<file path="src/rtl/prog_loader_if.sv">
// ============================================================================
// Module : prog_loader_if
// Brief  : Byte-stream receive link plus memory pre-load write bundle.
// Rev    : 1.0 - initial release
// ============================================================================
`default_nettype none

interface prog_loader_if #(
    parameter int AW = 11
);
    logic          rx_valid_i;
    logic [7:0]    rx_data_i;
    logic          rx_ready_o;
    logic          mem_we_o;
    logic          iccm_sel_o;
    logic [31:0]   wdata_o;
    logic [31:0]   wmask_o;
    logic [AW-1:0] waddr_o;
    logic          finish_o;
    logic          err_o;

    // Byte source / write sink side
    modport master (
        output rx_valid_i, rx_data_i,
        input  rx_ready_o, mem_we_o, iccm_sel_o, wdata_o, wmask_o, waddr_o,
               finish_o, err_o
    );

    // Loader side
    modport slave (
        input  rx_valid_i, rx_data_i,
        output rx_ready_o, mem_we_o, iccm_sel_o, wdata_o, wmask_o, waddr_o,
               finish_o, err_o
    );
endinterface

`default_nettype wire

</file>
<file path="src/rtl/prog_loader.sv">
// ============================================================================
// Module : prog_loader
// Brief  : Framed byte-stream loader producing ICCM/DCCM word writes and a
//          sticky boot release. Optional trailing checksum: PROG_LOADER_CHECKSUM_EN.
// Rev    : 1.0 - initial release
// ============================================================================
`default_nettype none

module prog_loader #(
    parameter int AW = 11,
    parameter int CW = 16
) (
    input  wire logic     clk_i,
    input  wire logic     rst_ni,
    prog_loader_if.slave  bus
);

    localparam logic [7:0] c_CMD_ICCM = 8'hA5;
    localparam logic [7:0] c_CMD_DCCM = 8'h5A;
    localparam logic [7:0] c_CMD_BOOT = 8'hF0;

    typedef enum logic [3:0] {
        S_IDLE    = 4'd0,
        S_ADDR_LO = 4'd1,
        S_ADDR_HI = 4'd2,
        S_CNT_LO  = 4'd3,
        S_CNT_HI  = 4'd4,
        S_DATA    = 4'd5,
        S_WRITE   = 4'd6,
`ifdef PROG_LOADER_CHECKSUM_EN
        S_CSUM    = 4'd8,
`endif
        S_DONE    = 4'd7
    } state_t;

    state_t        r_state;
    logic          r_rx_ready;
    logic          r_mem_we;
    logic          r_iccm_sel;
    logic [31:0]   r_wdata;
    logic [31:0]   r_wmask;
    logic [AW-1:0] r_waddr;
    logic          r_finish;
    logic          r_err;
    logic [AW-1:0] r_addr;
    logic [CW-1:0] r_cnt;
    logic [7:0]    r_lo_byte;
    logic [23:0]   r_word;
    logic [1:0]    r_byte_idx;
`ifdef PROG_LOADER_CHECKSUM_EN
    logic [7:0]    r_csum;
`endif

    logic          w_xfer;
    logic [CW-1:0] w_cnt_new;

    assign w_xfer    = bus.rx_valid_i & r_rx_ready;
    assign w_cnt_new = CW'({bus.rx_data_i, r_lo_byte});

    always_ff @(posedge clk_i or negedge rst_ni) begin
        if (!rst_ni) begin
            r_state    <= S_IDLE;
            r_rx_ready <= 1'b0;
            r_mem_we   <= 1'b0;
            r_iccm_sel <= 1'b0;
            r_wdata    <= '0;
            r_wmask    <= '0;
            r_waddr    <= '0;
            r_finish   <= 1'b0;
            r_err      <= 1'b0;
            r_addr     <= '0;
            r_cnt      <= '0;
            r_lo_byte  <= '0;
            r_word     <= '0;
            r_byte_idx <= '0;
`ifdef PROG_LOADER_CHECKSUM_EN
            r_csum     <= '0;
`endif
        end else begin
            // Ready is registered alongside the state: low only in WRITE.
            r_rx_ready <= 1'b1;
            r_mem_we   <= 1'b0;
            r_wmask    <= '0;
            case (r_state)
                S_IDLE: begin
                    if (w_xfer) begin
                        case (bus.rx_data_i)
                            c_CMD_ICCM, c_CMD_DCCM: begin
                                r_iccm_sel <= (bus.rx_data_i == c_CMD_ICCM);
                                r_state    <= S_ADDR_LO;
`ifdef PROG_LOADER_CHECKSUM_EN
                                r_csum     <= '0;
`endif
                            end
                            c_CMD_BOOT: begin
`ifdef PROG_LOADER_CHECKSUM_EN
                                if (!r_err) begin
                                    r_finish <= 1'b1;
                                    r_state  <= S_DONE;
                                end
`else
                                r_finish <= 1'b1;
                                r_state  <= S_DONE;
`endif
                            end
                            default: r_err <= 1'b1;
                        endcase
                    end
                end
                S_ADDR_LO: begin
                    if (w_xfer) begin
                        r_lo_byte <= bus.rx_data_i;
                        r_state   <= S_ADDR_HI;
                    end
                end
                S_ADDR_HI: begin
                    if (w_xfer) begin
                        r_addr  <= AW'({bus.rx_data_i, r_lo_byte});
                        r_state <= S_CNT_LO;
                    end
                end
                S_CNT_LO: begin
                    if (w_xfer) begin
                        r_lo_byte <= bus.rx_data_i;
                        r_state   <= S_CNT_HI;
                    end
                end
                S_CNT_HI: begin
                    if (w_xfer) begin
                        r_cnt      <= w_cnt_new;
                        r_byte_idx <= '0;
                        if (w_cnt_new == '0) begin
`ifdef PROG_LOADER_CHECKSUM_EN
                            r_state <= S_CSUM;
`else
                            r_state <= S_IDLE;
`endif
                        end else begin
                            r_state <= S_DATA;
                        end
                    end
                end
                S_DATA: begin
                    if (w_xfer) begin
`ifdef PROG_LOADER_CHECKSUM_EN
                        r_csum <= r_csum ^ bus.rx_data_i;
`endif
                        if (r_byte_idx == 2'd3) begin
                            r_wdata    <= {bus.rx_data_i, r_word};
                            r_waddr    <= r_addr;
                            r_mem_we   <= 1'b1;
                            r_wmask    <= '1;
                            r_rx_ready <= 1'b0;
                            r_byte_idx <= '0;
                            r_state    <= S_WRITE;
                        end else begin
                            // Little-endian: earlier bytes shift toward bit 0
                            r_word     <= {bus.rx_data_i, r_word[23:8]};
                            r_byte_idx <= r_byte_idx + 2'd1;
                        end
                    end
                end
                S_WRITE: begin
                    r_addr <= r_addr + AW'(1);
                    r_cnt  <= r_cnt - CW'(1);
                    if (r_cnt == CW'(1)) begin
`ifdef PROG_LOADER_CHECKSUM_EN
                        r_state <= S_CSUM;
`else
                        r_state <= S_IDLE;
`endif
                    end else begin
                        r_state <= S_DATA;
                    end
                end
`ifdef PROG_LOADER_CHECKSUM_EN
                S_CSUM: begin
                    if (w_xfer) begin
                        if (bus.rx_data_i != r_csum) begin
                            r_err <= 1'b1;
                        end
                        r_state <= S_IDLE;
                    end
                end
`endif
                S_DONE: begin
                    r_state <= S_DONE;
                end
                default: r_state <= S_IDLE;
            endcase
        end
    end

    assign bus.rx_ready_o = r_rx_ready;
    assign bus.mem_we_o   = r_mem_we;
    assign bus.iccm_sel_o = r_iccm_sel;
    assign bus.wdata_o    = r_wdata;
    assign bus.wmask_o    = r_wmask;
    assign bus.waddr_o    = r_waddr;
    assign bus.finish_o   = r_finish;
    assign bus.err_o      = r_err;

endmodule

`default_nettype wire

</file>
<file path="src/flat_wrapper.sv">
// flat-port wrapper written by rule: the top's interface ports become plain ports
module prog_loader_flat 
#(
    parameter int AW = 11,
    parameter int CW = 16
)
  (clk_i, rst_ni, bus_rx_valid_i, bus_rx_data_i, bus_rx_ready_o, bus_mem_we_o, bus_iccm_sel_o, bus_wdata_o, bus_wmask_o, bus_waddr_o, bus_finish_o, bus_err_o);
  prog_loader_if #(.AW(AW)) bus_i ();
  input  wire logic clk_i;
  input  wire logic rst_ni;
  input wire logic [$bits(bus_i.rx_valid_i)-1:0] bus_rx_valid_i;
  input wire logic [$bits(bus_i.rx_data_i)-1:0] bus_rx_data_i;
  output wire logic [$bits(bus_i.rx_ready_o)-1:0] bus_rx_ready_o;
  output wire logic [$bits(bus_i.mem_we_o)-1:0] bus_mem_we_o;
  output wire logic [$bits(bus_i.iccm_sel_o)-1:0] bus_iccm_sel_o;
  output wire logic [$bits(bus_i.wdata_o)-1:0] bus_wdata_o;
  output wire logic [$bits(bus_i.wmask_o)-1:0] bus_wmask_o;
  output wire logic [$bits(bus_i.waddr_o)-1:0] bus_waddr_o;
  output wire logic [$bits(bus_i.finish_o)-1:0] bus_finish_o;
  output wire logic [$bits(bus_i.err_o)-1:0] bus_err_o;
  assign bus_i.rx_valid_i = bus_rx_valid_i;
  assign bus_i.rx_data_i = bus_rx_data_i;
  assign bus_rx_ready_o = bus_i.rx_ready_o;
  assign bus_mem_we_o = bus_i.mem_we_o;
  assign bus_iccm_sel_o = bus_i.iccm_sel_o;
  assign bus_wdata_o = bus_i.wdata_o;
  assign bus_wmask_o = bus_i.wmask_o;
  assign bus_waddr_o = bus_i.waddr_o;
  assign bus_finish_o = bus_i.finish_o;
  assign bus_err_o = bus_i.err_o;
  prog_loader #(.AW(AW), .CW(CW)) u_core (.clk_i(clk_i), .rst_ni(rst_ni), .bus(bus_i));
endmodule
</file>
<file path="config.mk">
export PLATFORM = sky130hd
export DESIGN_NAME = prog_loader_flat
export DESIGN_NICKNAME = d
export VERILOG_FILES = /design/src/rtl/prog_loader_if.sv /design/src/rtl/prog_loader.sv /design/src/flat_wrapper.sv
export SDC_FILE = /design/constraint.sdc
export NUM_CORES = 1
export LEC_CHECK = 0
export BUFFER_PORTS_ARGS = -buffer_cell sky130_fd_sc_hd__buf_4
export CAP_MARGIN = 20
export CORE_MARGIN = 10
export CORE_UTILIZATION = 51
export DETAILED_ROUTE_END_ITERATION = 12
export PLACE_DENSITY = 0.86
export SETUP_SLACK_MARGIN = 0.2
export SYNTH_ARGS = -nofsm -noshare
export SYNTH_HDL_FRONTEND = slang
export SYNTH_SLANG_ARGS = --single-unit
</file>
<file path="constraint.sdc">
create_clock -name clk_i -period 1.6 [get_ports clk_i]
set_input_delay 0.24 -clock clk_i [delete_from_list [all_inputs] [get_ports clk_i]]
set_output_delay 0.24 -clock clk_i [all_outputs]
set_load 0.01 [all_outputs]
</file>
Yosys cells after proc, flatten, opt, wreduce, memory -nomap -nowiden:

Cells that the tools add are included.

* $add $sub $neg: 3
* eq/ne operators: 20
* mux-type cells: 28
* bitwise gates (word level): 3
* reductions and logical operators: 18

Operators by type and width (number)
* $mux W32: 3
* $pmux W16 S2: 1
* $pmux W4 S8: 1
* $mux W4: 7
* $pmux W11 S2: 1
* $reduce_and A3 Y1: 6
* $eq A16 B1 Y1 const B: 1
* $eq A4 B3 Y1 const B: 4
* $eq A8 B8 Y1 const B: 2
* $logic_not A16 Y1: 1
* $mux W16: 1
* $sub A16 B1 Y16 const B: 1
* $ne A2 B1 Y1 const B: 7
* $add A11 B1 Y11 const B: 1
* $mux W11: 1
* $eq A4 B2 Y1 const B: 2
* $eq A8 B7 Y1 const B: 1
* $pmux W4 S2: 1
* $reduce_and A8 Y1: 1
* $mux W1: 6
* $mux W2: 3
* $mux W3: 2
* $reduce_and A2 Y1: 3
* $reduce_bool A2 Y1: 3
* other kinds (10): 12

* register bits after elaboration: 145
* input port bits: 11

Logic depth before layout (Yosys ltp):

Gate-level depths: netlist of run 1.

* depth after elaboration: 5
* mapped depth: 6

Least setup slack after synthesis of run 1:

OpenSTA, ideal clock, no wires.

* kind: register to register
* start point: register u_core.r_cnt[0]
* end point: register u_core.r_cnt[10]
* library setup time: 0.142 ns
* data arrival time: 1.525 ns
* data required time: 1.458 ns
* setup slack: -0.067 ns
* stages on the path, launching flop included: 7
* path buffers: 0
* path through: dfrtp_1 -> inv_1 -> ha_1 -> nor3b_1 -> nand3_1 -> o311ai_0 -> o211ai_1

* longest elaborated chain between the ends: 2

RTL lines
* start, declared: RTL line prog_loader.sv:46 `logic [CW-1:0] r_cnt;`
* start signal, assigned: RTL line prog_loader.sv:130 `r_cnt <= w_cnt_new;`
* start signal, assigned: RTL line prog_loader.sv:165 `r_cnt <= r_cnt - CW'(1);`
* $sub A16 B1 Y16: RTL line prog_loader.sv:165
* $pmux W16 S2: RTL line prog_loader.sv:84 `case (r_state)`

No other way between the ends.
A chain may end at the register's enable or synchronous reset.

Worst setup path in the final report of run 1:

* start point: register u_core.r_cnt[0]
* end point: register u_core.r_cnt[14]

The elaborated chain is that of the path after synthesis.

==> results of run 1 <==
## metal layers
layer,wire length [um],vias to the layer above,GRT usage
met5,0,-,0
met3,2500,199,0.0907
met4,2000,0,0.162
met1,7500,2428,0.281
met2,10700,456,0.402
li1,-,1925,-
## area by class of cell
type	count	area share
Inverter	7	0.00352
Timing Repair Buffer	209	0.257
Clock buffer	10	0.0156
Tap cell	136	0.0208
Multi-Input combinational cell	267	0.354
Clock inverter	6	0.00521
Sequential cell	112	0.344
## report_power, final
group	internal (uW)	total (uW)	switching, uW
Clock	574	1640	1060
Sequential	2990	3310	322
Combinational	362	686	324
## worst paths after layout
check / endpoint / cells past startpoint / startpoint / slack (ns)
max: u_core.r_cnt[14] / 7 / u_core.r_cnt[0] / -0.33
min: u_core.r_word[21] / 2 / bus_rx_data_i[5] / 0.18
max reg2reg: u_core.r_cnt[14] / 7 / u_core.r_cnt[0] / -0.33
min reg2reg: u_core.bus.wdata_o[3] / 1 / u_core.bus.wdata_o[3] / 0.52
max in group asynchronous: u_core.bus.waddr_o[4] / 3 / rst_ni / 0.69
min in group asynchronous: u_core.bus.wdata_o[13] / 2 / rst_ni / 0.30
## cells by family (layout without fill, tap and decap cells)
| family | Yosys count | in the layout | synth area share |
|---|---|---|---|
| AO/OA/AOI/OAI | 78 | 78 | 0.103 |
| flip-flops | 112 | 112 | 0.531 |
| buffers and inverters | 61 | 232 | 0.0742 |
| multiplexers | 78 | 78 | 0.166 |
| adder cells (fa/ha/maj) | 4 | 4 | 0.00948 |
| AND/OR/NAND/NOR | 107 | 107 | 0.116 |
## Yosys cell counts (3+ instances only)
cell	number
o211ai_1	8
o21ai_0	16
clkbuf_1	4
o22ai_1	4
nand3_1	13
and4_1	3
nor4_1	7
buf_2	10
a21oi_1	11
a2bb2oi_1	8
buf_4	40
mux2_2	76
a22oi_1	4
nand2_1	26
and3_1	3
o21ai_1	3
dfrtp_1	112
a221o_1	3
nand4_1	9
nor2_1	14
nor3_1	4
o311ai_0	3
inv_1	7
nor2b_1	4
ha_1	4
and2_1	5
## through the flow
stage          setup WS (ns)  instances  power (uW)  utilization  hold slack, ns
2_1_floorplan         0.0539        440        3450            -         -0.0556
3_3_place_gp        -0.00908        654        3690        0.614           0.156
3_5_place_dp         -0.0984        654        3710        0.614           0.160
4_1_cts              0.00517        721        5290        0.731           0.182
5_1_grt               -0.352        747        5780        0.802           0.164
6_report              -0.331        747        5640        0.802           0.182
## registers in the layout, indices dropped and copies added, names as in the netlist
signal                 count
u_core.bus.err_o           1
u_core.bus.finish_o        1
u_core.bus.iccm_sel_o      1
u_core.bus.rx_ready_o      1
u_core.bus.waddr_o        11
u_core.bus.wdata_o        32
u_core.bus.wmask_o         1
u_core.r_addr             11
u_core.r_byte_idx          2
u_core.r_cnt              16
u_core.r_lo_byte           8
u_core.r_state             3
u_core.r_word             24
## critical path, cell delays in order, from the launching register on
cell     delay, ns
dfrtp_1       0.46
inv_2         0.10
ha_4          0.14
nor3b_4       0.24
buf_4         0.16
nand4_1       0.24
a21oi_2       0.33
o21ai_2       0.12
## what timing repair did
item / in CTS / in global routing
pin swaps: 34 / 37
hold buffers: 1 / 0
endpoints found under the setup margin: 140 / 142
gates resized for setup: 148 / 114
setup buffers: 38 / 25
cloned: 12 / 1
hold endpoints to repair: 22 / 0
==> impl_metrics.env, run 1 <==
export IMPL_grt_pass1_vias=5102
export IMPL_required_ns=1.86
export IMPL_maxSlewViolCount=0
export IMPL_clk_pin_slew_ns=0.11
export IMPL_hold_viol=0
export IMPL_overflow=0
export IMPL_wire_per_inst_um=30.4
export IMPL_clockRootBuffer="clkbuf_8"
export IMPL_die_w_um=122
export IMPL_slew_headroom=0.696
export IMPL_syn_nets=455
export IMPL_synth_seq_area_share=0.531
export IMPL_antenna_found_initial=0
export IMPL_route_detailed_drc=0
export IMPL_area_growth_synth_to_final_pct=54.8
export IMPL_leakage_uw=0.00389
export IMPL_final_common_cell="buf_4"
export IMPL_power_density_nw_per_um2=690
export IMPL_setup_viol=78
export IMPL_gp_congestion=0.909
export IMPL_ys_top_cells_by_area="dfrtp_1 53%, mux2_2 16%, buf_4 5.7%"
export IMPL_port_buffers=90
export IMPL_worstMarginPinSlew_ns=0.452
export IMPL_num_vias=5008
export IMPL_synth_warnings=0
export IMPL_drtIter0Drc=600
export IMPL_min_period_ns=1.93
export IMPL_clock_path_buffers=2
export IMPL_drive_gt1_frac=0.637
export IMPL_die_area_sq_um=14800
export IMPL_synth_top_area_frac=0.531
export IMPL_netlist_area_sq_um=5280
export IMPL_wl_mm=22.7
export IMPL_path_max_fanout=3
export IMPL_hold_class="input pin to flop"
export IMPL_vdd_drop_max_mv=0.772
export IMPL_fill_cells=486
export IMPL_initial_utilization=0.518
export IMPL_synth_edf_count=0
export IMPL_ioPinCount=91
export IMPL_core_sq_um=10200
export IMPL_rsz0062_at_grt="true"
export IMPL_hpwl_mm=9.48
export IMPL_fin_nets=621
export IMPL_dr_pass1_iters=5
export IMPL_numCtsBuffers=9
export IMPL_ys_types=56
export IMPL_timing_final_ws_setup_ns=-0.331
export IMPL_worstPathArrival_ns=2.19
export IMPL_crit_type="flop to flop"
export IMPL_yosysTopAreaCell="dfrtp_1"
export IMPL_grt_max_degree=57
export IMPL_post_drt_via_cell_ratio=6.70
export IMPL_final_cell_mix="126 x buf_4, 108 x dfrtp_1, 76 x mux2_4"
export IMPL_status="finished with violations"
export IMPL_num_rows=37
export IMPL_synthCells=440
export IMPL_grt_pass1_wl_mm=28.9
export IMPL_endpoint_kind="flop"
export IMPL_multi_input_area_sq_um=2890
export IMPL_cts_tree="yes"
export IMPL_fin_crit_sh=1.21
export IMPL_fmax_ghz=0.518
export IMPL_place_area_sq_um=6250
export IMPL_regArea_sq_um=2810
export IMPL_critPathLaunchType="flop"
export IMPL_ant_nets=0
export IMPL_antenna_cells=0
export IMPL_maxCapViolCount=0
export IMPL_fin_area_sq_um=8170
export IMPL_async_flop_share=1.00
export IMPL_cts_num_sinks=112
export IMPL_ys_flop_type="dfrtp_1"
export IMPL_clock_skew_ns=0.0129
export IMPL_track_usage=0.252
export IMPL_dieHeight_um=122
export IMPL_syn_avg_cell_area_sq_um=12.0
export IMPL_insertion_delay_ns=0.41
export IMPL_h_tree_depth=3
export IMPL_failed_checks="negative setup slack"
export IMPL_setup_tns_ns=-5.72
export IMPL_ys_seq_elements=112
Power figures use the tool's default switching activity.
==> inputs of run 2 (changes only) <==
--- a/config.mk
+++ b/config.mk
@@ -8,9 +8,9 @@
 export BUFFER_PORTS_ARGS = -buffer_cell sky130_fd_sc_hd__buf_4
 export CAP_MARGIN = 20
 export CORE_MARGIN = 10
-export CORE_UTILIZATION = 51
+export CORE_UTILIZATION = 56
 export DETAILED_ROUTE_END_ITERATION = 12
-export PLACE_DENSITY = 0.86
+export PLACE_DENSITY = 0.9
 export SETUP_SLACK_MARGIN = 0.2
 export SYNTH_ARGS = -nofsm -noshare
 export SYNTH_HDL_FRONTEND = slang
==> constraint.sdc (replaced) <==
create_clock -name clk_i -period 2 [get_ports clk_i]
set_input_delay 0.3 -clock clk_i [delete_from_list [all_inputs] [get_ports clk_i]]
set_output_delay 0.3 -clock clk_i [all_outputs]
set_load 0.01 [all_outputs]
==> impl_metrics.env, run 2 (synthesized netlist as in run 1, its figures left out) <==
export IMPL_antenna_cells=0
export IMPL_critPathLaunchType="flop"
export IMPL_cts_tree="yes"
export IMPL_overflow=0
export IMPL_rsz0062_at_grt="true"
export IMPL_num_rows=35
export IMPL_wl_mm=12.3
export IMPL_largest_reg_flops=32
export IMPL_numCtsBuffers=9
export IMPL_grt_max_degree=43
export IMPL_crit_type="flop to flop"
export IMPL_clock_skew_ns=0.0117
export IMPL_required_ns=2.22
export IMPL_fin_nets=518
export IMPL_track_usage=0.179
export IMPL_area_growth_synth_to_final_pct=16.5
export IMPL_setup_viol=0
export IMPL_dpl_cell_count=601
export IMPL_clk_pin_slew_ns=0.12
export IMPL_critPathTopFamily="simple AND/OR/NAND/NOR gates"
export IMPL_critical_path_max_stage_delay_ns=0.52
export IMPL_hold_viol=0
export IMPL_num_vias=3856
export IMPL_post_drt_via_cell_ratio=6.23
export IMPL_cts_num_sinks=112
export IMPL_hpwl_mm=8.60
export IMPL_port_buffers=90
export IMPL_grt_pass1_vias=3839
export IMPL_drive_gt1_frac=0.431
export IMPL_status="completed"
export IMPL_path_max_fanout=13
export IMPL_hold_class="input pin to flop"
export IMPL_critPathSlowestCell="dfrtp_2"
export IMPL_fmax_ghz=0.556
export IMPL_final_common_cell="dfrtp_1"
export IMPL_die_area_sq_um=13700
export IMPL_wire_per_inst_um=19.8
export IMPL_h_tree_depth=3
export IMPL_die_w_um=117
export IMPL_grt_pass1_wl_mm=19.5
export IMPL_core_sq_um=9200
export IMPL_dieHeight_um=117
export IMPL_layout_cells_non_filler=619
export IMPL_initial_utilization=0.574
export IMPL_clockRootBuffer="clkbuf_8"
export IMPL_worstMarginPinSlew_ns=0.531
export IMPL_min_period_ns=1.80
export IMPL_maxSlewViolCount=0
export IMPL_cp_buffers_inverters=0
export IMPL_route_detailed_drc=0
export IMPL_insertion_delay_ns=0.38
export IMPL_power_density_nw_per_um2=705
export IMPL_setup_tns_ns=0
export IMPL_path_cells="nor3b_1, nand2_2, o211ai_1, o311ai_0"
export IMPL_drtIter0Drc=246
export IMPL_clock_path_buffers=2
export IMPL_ioPinCount=91
export IMPL_fin_crit_sh=0.900
export IMPL_dr_pass1_iters=5
export IMPL_gp_congestion=0.889
export IMPL_antenna_found_initial=0
export IMPL_worstPathArrival_ns=2.02
export IMPL_endpoint_kind="flop"
export IMPL_vdd_drop_max_mv=0.585
export IMPL_ant_nets=0
export IMPL_final_cell_mix="109 x dfrtp_1, 102 x buf_4, 76 x mux2_2"
export IMPL_fill_cells=651
export IMPL_slew_headroom=0.644
export IMPL_leakage_uw=0.00295
export IMPL_maxCapViolCount=0
==> run 2: worst min-delay path, cell delays in order <==
cell,delay [ns]
buf_4,0.14
a32oi_1,0.06
o21ai_0,0.07
==> run 2: layout make-up <==
class | instances | area [sq um] | area share
Timing Repair Buffer | 106 | 836 | 0.136
Inverter | 7 | 26.3 | 0.00428
Clock buffer | 9 | 124 | 0.0202
Clock inverter | 7 | 93.8 | 0.0153
Sequential cell | 112 | 2810 | 0.457
Tap cell | 111 | 139 | 0.0226
Multi-Input combinational cell | 267 | 2120 | 0.345
==> run 2: routing by layer <==
| layer | GRT usage | up-vias | routed length [um] |
|---|---|---|---|
| li1 | - | 1719 | - |
| met1 | 0.219 | 1906 | 4660 |
| met2 | 0.299 | 204 | 6410 |
| met3 | 0.0423 | 27 | 952 |
| met4 | 0.0700 | 0 | 225 |
| met5 | 0 | - | 0 |
==> run 2: power breakdown <==
part / leakage (uW) / internal (uW) / switching, uW
registers: 0.00148 / 2390 / 195
logic: 0.00137 / 168 / 162
clock network: 0.000108 / 525 / 886
total: 0.00295 / 3090 / 1240
==> run 2: final timing paths <==
kind	slack (ns)	startpoint	end	depth (start not counted)
min in group asynchronous	0.46	rst_ni	u_core.r_cnt[3]	2
hold reg to reg	0.51	u_core.bus.finish_o	u_core.bus.finish_o	1
hold / removal	0.23	bus_rx_data_i[6]	u_core.r_cnt[14]	3
setup / recovery	0.20	u_core.r_state[2]	u_core.r_cnt[11]	4
max in group asynchronous	0.84	rst_ni	u_core.r_lo_byte[6]	3
setup reg to reg	0.20	u_core.r_state[2]	u_core.r_cnt[11]	4
==> run 2: timing repair <==
item,CTS,global route
gates resized for setup,3,7
hold buffers,1,0
buffers inserted,0,1
endpoints found under the hold margin,38,0
setup endpoints to repair,46,46
==> run 2: through the flow <==
step / hold WS (ns) / instance area [sq um] / power, uW / setup WS [ns] / utilization
2_1_floorplan: 0.00441 / 5280 / 2760 / 0.333 / -
3_3_place_gp: 0.323 / 5870 / 2920 / 0.263 / 0.639
3_5_place_dp: 0.321 / 5870 / 2940 / 0.162 / 0.639
4_1_cts: 0.206 / 6110 / 4350 / 0.218 / 0.664
5_1_grt: 0.226 / 6150 / 4490 / 0.108 / 0.668
6_report: 0.227 / 6150 / 4330 / 0.200 / 0.668
